$ cat src/rtl/mem8_share_arbiter.sv
// Two-port round-robin arbiter sharing one register/RAM space:
// address 0 = LED register, address 1 = synchronized buttons, 2.. = RAM.
module mem8_share_arbiter #(
  parameter int unsigned ADDR_W = 5,
  parameter int unsigned DATA_W = 8,
  parameter int unsigned LED_W  = 4,
  parameter int unsigned BTN_W  = 4
) (
  input  logic              bus_clk,
  input  logic              bus_rst_n,
  input  logic              a_req,
  input  logic              a_we,
  input  logic [ADDR_W-1:0] a_addr,
  input  logic [DATA_W-1:0] a_wdata,
  output logic              a_ack,
  output logic [DATA_W-1:0] a_rdata,
  input  logic              b_req,
  input  logic              b_we,
  input  logic [ADDR_W-1:0] b_addr,
  input  logic [DATA_W-1:0] b_wdata,
  output logic              b_ack,
  output logic [DATA_W-1:0] b_rdata,
  input  logic [BTN_W-1:0]  btn_in,
  output logic [LED_W-1:0]  led_out,
  output logic              busy
);

  localparam int unsigned DEPTH = 2 ** ADDR_W;

  typedef enum logic [1:0] {
    ST_IDLE,
    ST_XFER,
    ST_RESP
  } state_t;

  state_t              state;
  state_t              state_nxt;
  logic                owner;      // 0 = A, 1 = B
  logic                rr_ptr;     // 0 = A preferred, 1 = B preferred
  logic                lat_we;
  logic [ADDR_W-1:0]   lat_addr;
  logic [DATA_W-1:0]   lat_wdata;
  logic [LED_W-1:0]    led_reg;
  logic [BTN_W-1:0]    btn_meta;
  logic [BTN_W-1:0]    btn_sync;
  logic [DATA_W-1:0]   rdata_reg;
  logic [DATA_W-1:0]   mem [2:DEPTH-1];
  logic                a_elig;
  logic                b_elig;
  logic                grant;
  logic                grant_b;
  logic                addr_is_led;
  logic                addr_is_btn;

  assign addr_is_led = (lat_addr == '0);
  assign addr_is_btn = (lat_addr == ADDR_W'(1));
  assign busy        = (state != ST_IDLE);
  assign led_out     = led_reg;

  // Next-state and arbitration decision.
  // A requester whose ack is currently high is masked: it is dropping req
  // (or changing fields) on this edge, so its level must not re-grant.
  always_comb begin
    state_nxt = state;
    grant     = 1'b0;
    grant_b   = 1'b0;
    a_elig    = a_req & ~a_ack;
    b_elig    = b_req & ~b_ack;
    case (state)
      ST_IDLE: begin
        if (a_elig || b_elig) begin
          grant     = 1'b1;
          grant_b   = b_elig & (~a_elig | rr_ptr);
          state_nxt = ST_XFER;
        end
      end
      ST_XFER: state_nxt = ST_RESP;
      ST_RESP: state_nxt = ST_IDLE;
      default: state_nxt = ST_IDLE;
    endcase
  end

  // State register.
  always_ff @(posedge bus_clk or negedge bus_rst_n) begin
    if (!bus_rst_n) state <= ST_IDLE;
    else            state <= state_nxt;
  end

  // Capture the winning requester's transaction fields.
  always_ff @(posedge bus_clk or negedge bus_rst_n) begin
    if (!bus_rst_n) begin
      owner     <= 1'b0;
      lat_we    <= 1'b0;
      lat_addr  <= '0;
      lat_wdata <= '0;
    end else if (grant) begin
      owner     <= grant_b;
      lat_we    <= grant_b ? b_we    : a_we;
      lat_addr  <= grant_b ? b_addr  : a_addr;
      lat_wdata <= grant_b ? b_wdata : a_wdata;
    end
  end

  // Two-flop synchronizer for the asynchronous button pins.
  always_ff @(posedge bus_clk or negedge bus_rst_n) begin
    if (!bus_rst_n) begin
      btn_meta <= '0;
      btn_sync <= '0;
    end else begin
      btn_meta <= btn_in;
      btn_sync <= btn_meta;
    end
  end

  // Register-side access during XFER: LED writes and read-data capture.
  always_ff @(posedge bus_clk or negedge bus_rst_n) begin
    if (!bus_rst_n) begin
      led_reg   <= '0;
      rdata_reg <= '0;
    end else if (state == ST_XFER) begin
      if (lat_we) begin
        if (addr_is_led) led_reg <= lat_wdata[LED_W-1:0];
      end else if (addr_is_led) begin
        rdata_reg <= DATA_W'(led_reg);
      end else if (addr_is_btn) begin
        rdata_reg <= DATA_W'(btn_sync);
      end else begin
        rdata_reg <= mem[lat_addr];
      end
    end
  end

  // General-purpose RAM writes (contents intentionally not reset).
  always_ff @(posedge bus_clk) begin
    if (state == ST_XFER && lat_we && !addr_is_led && !addr_is_btn)
      mem[lat_addr] <= lat_wdata;
  end

  // Response: one-cycle ack and read data to the owner, then flip the pointer.
  always_ff @(posedge bus_clk or negedge bus_rst_n) begin
    if (!bus_rst_n) begin
      a_ack   <= 1'b0;
      b_ack   <= 1'b0;
      a_rdata <= '0;
      b_rdata <= '0;
      rr_ptr  <= 1'b0;
    end else begin
      a_ack <= 1'b0;
      b_ack <= 1'b0;
      if (state == ST_RESP) begin
        rr_ptr <= ~owner;
        if (owner) begin
          b_ack   <= 1'b1;
          b_rdata <= rdata_reg;
        end else begin
          a_ack   <= 1'b1;
          a_rdata <= rdata_reg;
        end
      end
    end
  end

endmodule

$ cat config.mk
export PLATFORM = sky130hd
export DESIGN_NAME = mem8_share_arbiter
export DESIGN_NICKNAME = d
export VERILOG_FILES = /design/src/rtl/mem8_share_arbiter.sv
export SDC_FILE = /design/constraint.sdc
export NUM_CORES = 1
export LEC_CHECK = 0
export BUFFER_PORTS_ARGS = -buffer_cell sky130_fd_sc_hd__buf_2
export CAP_MARGIN = 20
export CORE_UTILIZATION = 60
export CTS_CLUSTER_DIAMETER = 200
export DETAILED_ROUTE_END_ITERATION = 12
export GPL_TIMING_DRIVEN = 1
export PLACE_DENSITY = 0.79
export SKIP_CTS_REPAIR_TIMING = 1
export SLEW_MARGIN = 20
export SYNTH_ARGS = -nofsm -noshare
export SYNTH_HDL_FRONTEND = slang
export SYNTH_SLANG_ARGS = --single-unit
$ cat constraint.sdc
create_clock -name bus_clk -period 3.3 [get_ports bus_clk]
set_input_delay 0.165 -clock bus_clk [delete_from_list [all_inputs] [get_ports bus_clk]]
set_output_delay 0.165 -clock bus_clk [all_outputs]
set_load 0.005 [all_outputs]
Word-level counts from Yosys, hierarchy flattened --
Memories as Yosys holds them, arrays and structs flattened. Index checks and enable logic that the tools add are counted.
Storage, ports and cells: memory bits (writable) 240, input bits 36, register bits 56, output and inout port bits 23, word-level logic and storage cells 58, memories kept 1
Cells by class: equal/unequal tests 4, muxes and demuxes 17, reductions and logical operators 13, bitwise operators 9
Memory list:
- mem | words 30, width 8, rd ports 1, clocked after memory_dff 0, write ports 1, line 47 | logic [DATA_W-1:0] mem [2:DEPTH-1];
Operators by type and width (number):
- $mux W8 | 3
- $mux W1 | 11
- $reduce_and A2 Y1 | 3
- $eq A5 B1 Y1 const B | 1
- $logic_not A5 Y1 | 1
- $mux W5 | 1
- $not A1 Y1 | 5
- $pmux W2 S2 | 1
- $and A1 B1 Y1 | 3
- $logic_and A1 B1 Y1 | 3
- $reduce_and A3 Y1 | 1
- $eq A2 B1 Y1 const B | 1
- $eq A2 B2 Y1 const B | 1
- $logic_not A1 Y1 | 2
- $logic_not A2 Y1 | 1
- $mux W2 | 1
- $ne A2 B2 Y1 const B | 1
- $reduce_bool A2 Y1 | 1
- $logic_or A1 B1 Y1 | 1
- $or A1 B1 Y1 | 1

Logic depth before layout (Yosys ltp) --
Gate-level depths: netlist of the first run.
depth in word-level cells 8, depth in mapped cells 9, gate-level depth less buffers 5

Worst setup path after synthesis of the first run --
No wires, ideal clock.
kind register to register, start register lat_addr[1], end memory mem[27][0] (enable), cell stages (with the launch flop) 7, path slack 0.870 ns, buffers on the path 4, setup time 0.383 ns, data arrival time 2.047 ns, clock period less this slack 2.430 ns, required time 2.917 ns, cell sequence dfrtp_1 -> clkbuf_1 -> buf_2 -> buf_2 -> buf_2 -> nand3_1 -> nor3_1
Between the ends: longest elaborated chain between the ends 6, elaborated cells on any way between the ends 8, those cells by class eq/ne: 1; mux: 2; reduce/logical: 5
RTL lines:
- start, declared | line 41 | logic [ADDR_W-1:0] lat_addr;
- start signal, assigned | line 99 | lat_addr <= grant_b ? b_addr : a_addr;
- $logic_not A5 Y1 | line 55 | assign addr_is_led = (lat_addr == '0);
- $logic_not A1 Y1 | line 135 | if (state == ST_XFER && lat_we && !addr_is_led && !addr_is_btn)
- $logic_and A1 B1 Y1 (2 in a row) | line 135
- $mux W1 | line 135
- $mux W1 (implied by the code) | line 136 | mem[lat_addr] <= lat_wdata;
- end, declared | line 47
Parallel ways exist; a longest one is shown, timed or not.

Worst setup path after layout of the first run --
start register lat_addr[4], end memory mem[13][1] (enable)
The elaborated chain is that of the path after synthesis.

==> results of run 1 <==
-- power by group --
| part | total [mW] | switching (mW) | leakage, nW | internal [mW] |
|---|---|---|---|---|
| Clock | 3.02 | 1.34 | 0.417 | 1.68 |
| Combinational | 2.91 | 1.69 | 1.64 | 1.22 |
| Sequential | 5.58 | 0.776 | 2.87 | 4.80 |
-- layer usage --
metal,global-route usage (%),share of wire [%]
met5,0,0
met3,5.84,9.5
met1,40.0,39
met2,44.9,48
met4,9.10,3.4
-- logic make-up after synthesis --
| group | synth area share, % |
|---|---|
| compound gates | 5.18 |
| buf+inv | 1.94 |
| mux | 13.1 |
| flops | 74.0 |
| simple gates | 5.80 |
-- cell type report --
| cell class | count | area share [%] |
|---|---|---|
| flip-flops and latches | 296 | 64.6 |
| multi-input cells | 365 | 21.0 |
| clock buffers | 35 | 5.61 |
| inverters | 4 | 0.113 |
| well taps | 260 | 2.44 |
| repair buffers | 101 | 5.42 |
| clock inverters | 16 | 0.788 |
-- worst max-delay path, delay by kind of cell, from the launching register on --
family / cells / cell delay [ps]
and+or+nand+nor: 3 / 1640
DFF: 1 / 740
-- metrics by stage --
step	setup WS (ps)	total power, mW	std cells	cell area, sq um	utilization, %
3_5_place_dp	561	8.42	1003	12300	65.1
6_report	541	11.5	1077	13300	70.8
5_1_grt	426	11.9	1077	13300	70.8
3_3_place_gp	595	8.27	1001	12200	64.9
2_1_floorplan	870	7.20	706	11600	-
4_1_cts	558	11.4	1054	13100	69.6
-- cell usage in the layout (no fill, tap or decap), drive strengths merged, types with 20 or more instances in the layout --
cell         count
mux2            20
nor2            39
dlygate4sd3     23
o22ai           56
buf             78
nand2           34
mux2i          130
dfrtp           56
edfxtp         240
clkbuf          35
-- worst paths after layout --
path | to
worst min-delay path | lat_wdata[1]$_DFFE_PN0P_
worst max-delay path | mem[13][1]$_DFFE_PP_
min in group asynchronous | a_ack$_DFF_PN0_
max in group asynchronous | btn_meta[2]$_DFF_PN0_
worst min register to register | btn_sync[3]$_DFF_PN0_
worst max register to register | mem[13][1]$_DFFE_PP_
==> results.yml, run 1 <==
die:
  dieWidth_um: 141
  coreArea_sq_um: 18800
  die_height_um: 141
  die-area_sq_um: 20000
  rows: 50
  ioPinCount: 59
  initial_core_util_pct: 61.8
worst_hold_path:
  holdCritStartpoint: "b_wdata[1]"
  hold_class: "input port to flop"
  timing.hold.worst_path_depth: 3
setup_path:
  timing.critical_path.slowest_cell_delay_ps: 750
  worstSetupEndpointType: "flop"
  crit_type: "flop to flop"
  worst_ep_required_time_ps: 3470
  critPathLaunchType: "flop"
  crit_fanout: 24
  timing.reg2reg.setup_slack_ps: 540
  worst_r2r_path_depth: 3
  crit_path_cell_trace: "or3_1, nand4b_1, nor2_1"
  arrival_ps: 2930
  critical_path.startpoint: "lat_addr[4]$_DFFE_PN0P_"
  worstReg2RegStart: "lat_addr[4]$_DFFE_PN0P_"
  crit_path_top_delay_cell: "nor2_1"
clock_tree:
  clock_tree.root_cell: "clkbuf_16"
  cts_max_level: 1
  clk_latency_ps: 550
  cts_made_buffers: 29
  cts.clk_slew.worst_paths_ps: 60
  clock_sinks: 296
  clock_path_buffers: 3
  cts_tree: "yes"
yosys:
  yosys.cell_types.count: 40
  number_of_enable_flip_flop_cells_after_synthesis: 240
  yosysMostFrequentCell: "edfxtp_1"
  synth-seq-area-share_pct: 74.0
  postSynth.topFlopCell: "edfxtp_1"
  synthTopCellsByCount: "240 x edfxtp_1, 130 x mux2i_1, 56 x dfrtp_1, 56 x o22ai_1, 38 x nor2_1"
  synth_seq_cells: 296
  synth_top_area_share_pct: 61.9
  yosysWarnings: 0
  post_synthesis_cell_area_sq_um: 11600
  post_synthesis_instance_total: 706
  synth.top_cells.by_area: "edfxtp_1 62%, dfrtp_1 12%, mux2i_1 11%, o22ai_1 3.0%, mux2_2 1.5%"
  net_count_of_the_mapped_netlist: 742
  syn_area_per_cell_sq_um: 16.5
  postSynth.asyncResetShare_pct: 18.9
  post-synth-top-area-cell: "edfxtp_1"
sta:
  finalSetupTns_ps: 0
  maxClockFrequency_ghz: 0.362
  worst_clock_skew_ps: 12.2
  slew_viol_final: 0
  fin_hold_ws_ps: -40.2
  grt_setup_unrepaired: "no"
  finalSetupViolCount: 0
  min_clock_period_post_route_ps: 2760
  tightestPinTransition_ps: 978
  finalHoldViolCount: 2
  relative_slew_margins_pct: 34.7
  fin_crit_sh_pct: 83.6
finish:
  multiInputGateArea_sq_um: 2800
  design.final.nets: 833
  fraction_of_final_layout_cells_sized_beyond_drive_strength_1_pct: 18.6
  largest_register_ffs: 240
  num_antenna_cells: 0
  largest_register: "mem"
  fill_cells: 1183
  area_growth_syn_to_layout_pct: 14.6
  sequential_cell_area_sq_um: 8620
grt:
  grt_first_pass_wirelength_um: 41000
  grtUsageTotal_pct: 28.4
  first_global_vias: 6694
  globalRouteOverflowTotal: 0
  grt_antenna_before_repair: 0
  grt_start_max_net_pins: 35
job:
  drv.max_cap_violation_count: 0
placed_design:
  gp_routability_congestion: 0.935
  hpwlAfterDp_um: 18000
  numPortBuffers: 58
routing:
  routedWlPerCell_um: 26.2
  drcViolationCount: 0
  drt_first_iter_violations: 828
  vias: 6853
  detail_route.wirelength_um: 28200
  drt-pass1-iter-count: 5
  vias_per_std_cell: 6.36
  drtAntennaViolNets: 0
run_status:
  violations_in_the_final_reports: "hold timing"
  status: "finished, violations left"
power:
  peakVddDrop_v: 0.00116
  total_leakage_power_nw: 4.92
  power.density_cell_area_nw_per_um2: 862
No activity file was read; power rests on OpenSTA's default activity.
==> run 2, diff against run 1 <==
CORE_UTILIZATION = 55   (was 60)
PLACE_DENSITY = 0.77   (was 0.79)
clock period = 2.4 ns   (was 3.3 ns; I/O delays follow)
==> run 2 against run 1 <==
The flow still finishes with violations (hold timing); sequential cell count did not move; sequential share of layout area shrank 2.3 points; critical path depth rose by 4; clock-buffer cell count fell by 1; combinational power grew 57%; critical endpoint is now rdata_reg[3]$_DFFE_PN0P_; largest cell class unchanged; highest routed layer is now met5.
==> results.yml, run 2 (synthesis gave the netlist of run 1 again) <==
setup_path:
  crit_fanout: 17
  cpLargestDelayFamily: "simple AND/OR/NAND/NOR gates"
  crit_type: "flop to flop"
  buffer_and_inverter_count_on_the_worst_path: 2
  timing.critical_path.slowest_cell_delay_ps: 530
  crit_path_cell_trace: "buf_12, buf_4, mux2i_1, o22ai_1, nor4_1, a221o_1, o211ai_2"
  worst_ep_required_time_ps: 2810
  arrival_ps: 2710
  crit_path_top_delay_cell: "nor4_1"
  worstSetupEndpointType: "flop"
  critPathLaunchType: "flop"
sta:
  finalSetupViolCount: 0
  worst_clock_skew_ps: 18.4
  fin_crit_sh_pct: 96.0
  relative_slew_margins_pct: 49.0
  tightestPinTransition_ps: 765
  finalHoldViolCount: 1
  min_clock_period_post_route_ps: 2300
  slew_viol_final: 0
  timing.final.ws_setup_ps: 96.6
  maxClockFrequency_ghz: 0.434
  fin_hold_ws_ps: -66.9
  grt_setup_unrepaired: "no"
routing:
  drt-pass1-iter-count: 5
  drtAntennaViolNets: 0
  routedWlPerCell_um: 25.3
  detail_route.wirelength_um: 28900
  drt_first_iter_violations: 757
  vias_per_std_cell: 6.18
  drcViolationCount: 0
  vias: 7055
finish:
  fraction_of_final_layout_cells_sized_beyond_drive_strength_1_pct: 24.1
  fin_cells: 1142
  multiInputGateArea_sq_um: 2830
  largest_register: "mem"
  final_cell_mix: "240 x edfxtp_1, 130 x mux2i_1, 64 x buf_4"
  fill_cells: 1347
  num_antenna_cells: 0
  design.final.nets: 886
  final_core_util_pct: 67.5
  largest_register_ffs: 240
  area_growth_syn_to_layout_pct: 18.8
  sequential_cell_area_sq_um: 8620
  mostFrequentLayoutCell: "edfxtp_1"
placed_design:
  preCtsSetupSlack_ps: 37.5
  gp_routability_congestion: 0.963
  numPortBuffers: 58
  hpwlAfterDp_um: 19200
  dp.cells: 1061
grt:
  grt_antenna_before_repair: 1
  grtUsageTotal_pct: 26.4
  globalRouteOverflowTotal: 0
  grt_start_max_net_pins: 44
  first_global_vias: 6866
  grt_first_pass_wirelength_um: 42000
power:
  peakVddDrop_v: 0.00103
  internal_power_mw: 10.9
  clock_group_share_of_total_power_pct: 26.4
  power.density_cell_area_nw_per_um2: 1170
  total_leakage_power_nw: 5.21
  switching_power_mw: 5.29
  power.share.combinational_pct: 28.3
  sw_frac_of_total_pct: 32.7
  sequentialPowerShare_pct: 45.3
clock_tree:
  cts_max_level: 1
  cts_made_buffers: 29
  cts.clk_slew.worst_paths_ps: 60
  clock_sinks: 296
  clk_latency_ps: 550
  clock_path_buffers: 3
  clock_tree.root_cell: "clkbuf_16"
  cts_tree: "yes"
die:
  die-area_sq_um: 21700
  dieWidth_um: 147
  die_height_um: 147
  ioPinCount: 59
  coreArea_sq_um: 20500
  initial_core_util_pct: 56.8
  rows: 52
job:
  drv.max_cap_violation_count: 0
worst_hold_path:
  hold_class: "input port to flop"
run_status:
  status: "finished, violations left"
  violations_in_the_final_reports: "hold timing"
-- run 2: final cells by class --
cell class,instances,share of cell area [%]
Clock buffer,34,5.61
Tap cell,270,2.44
Clock inverter,19,0.923
Multi-Input combinational cell,365,20.4
Inverter,4,0.109
Timing Repair Buffer,154,8.14
Sequential cell,296,62.3
-- run 2: routing by layer --
metal,routed length (um),vias up,share of wire (%),track usage (%)
met1,11300,3555,39,37.0
met2,13800,386,48,42.4
met5,13,-,0.045,0
met4,818,2,2.8,8.71
li1,-,3040,-,-
met3,2930,72,10,4.63
-- run 2: power groups by stage --
stage | registers [mW] | clock network, mW | logic (mW)
floorplan | 7.19 | 0 | 2.72
global placement | 7.41 | 0 | 4.21
detailed placement | 7.41 | 0 | 4.41
CTS | 7.31 | 4.31 | 4.42
global route | 7.41 | 4.51 | 4.81
finish | 7.34 | 4.27 | 4.58
-- run 2: path summary, 6_finish.rpt --
path,start,slack [ps],to,cells after the start
setup reg to reg,lat_addr[1]$_DFFE_PN0P_,100,rdata_reg[3]$_DFFE_PN0P_,7
max in group asynchronous,bus_rst_n,1440,lat_addr[2]$_DFFE_PN0P_,3
hold / removal,a_wdata[5],-70,lat_wdata[5]$_DFFE_PN0P_,3
min in group asynchronous,bus_rst_n,40,lat_wdata[7]$_DFFE_PN0P_,2
hold reg to reg,btn_meta[0]$_DFF_PN0_,350,btn_sync[0]$_DFF_PN0_,0
setup / recovery,lat_addr[1]$_DFFE_PN0P_,100,rdata_reg[3]$_DFFE_PN0P_,7
-- run 2: per-stage QoR --
step / cell area [sq um] / total power, mW / setup TNS, ps / hold WS [ps]
floorplan: 11600 / 9.91 / -215 / -176
global placement: 12600 / 11.6 / 0 / 46.0
detailed placement: 12600 / 11.8 / 0 / 54.4
CTS: 13500 / 16.0 / 0 / -523
global route: 13800 / 16.7 / 0 / -12.2
finish: 13800 / 16.2 / 0 / -66.9
-- run 2: tightest hold or removal path: stages --
cell	delay, ps
buf_2	70
mux2i_1	50
o21ai_0	190
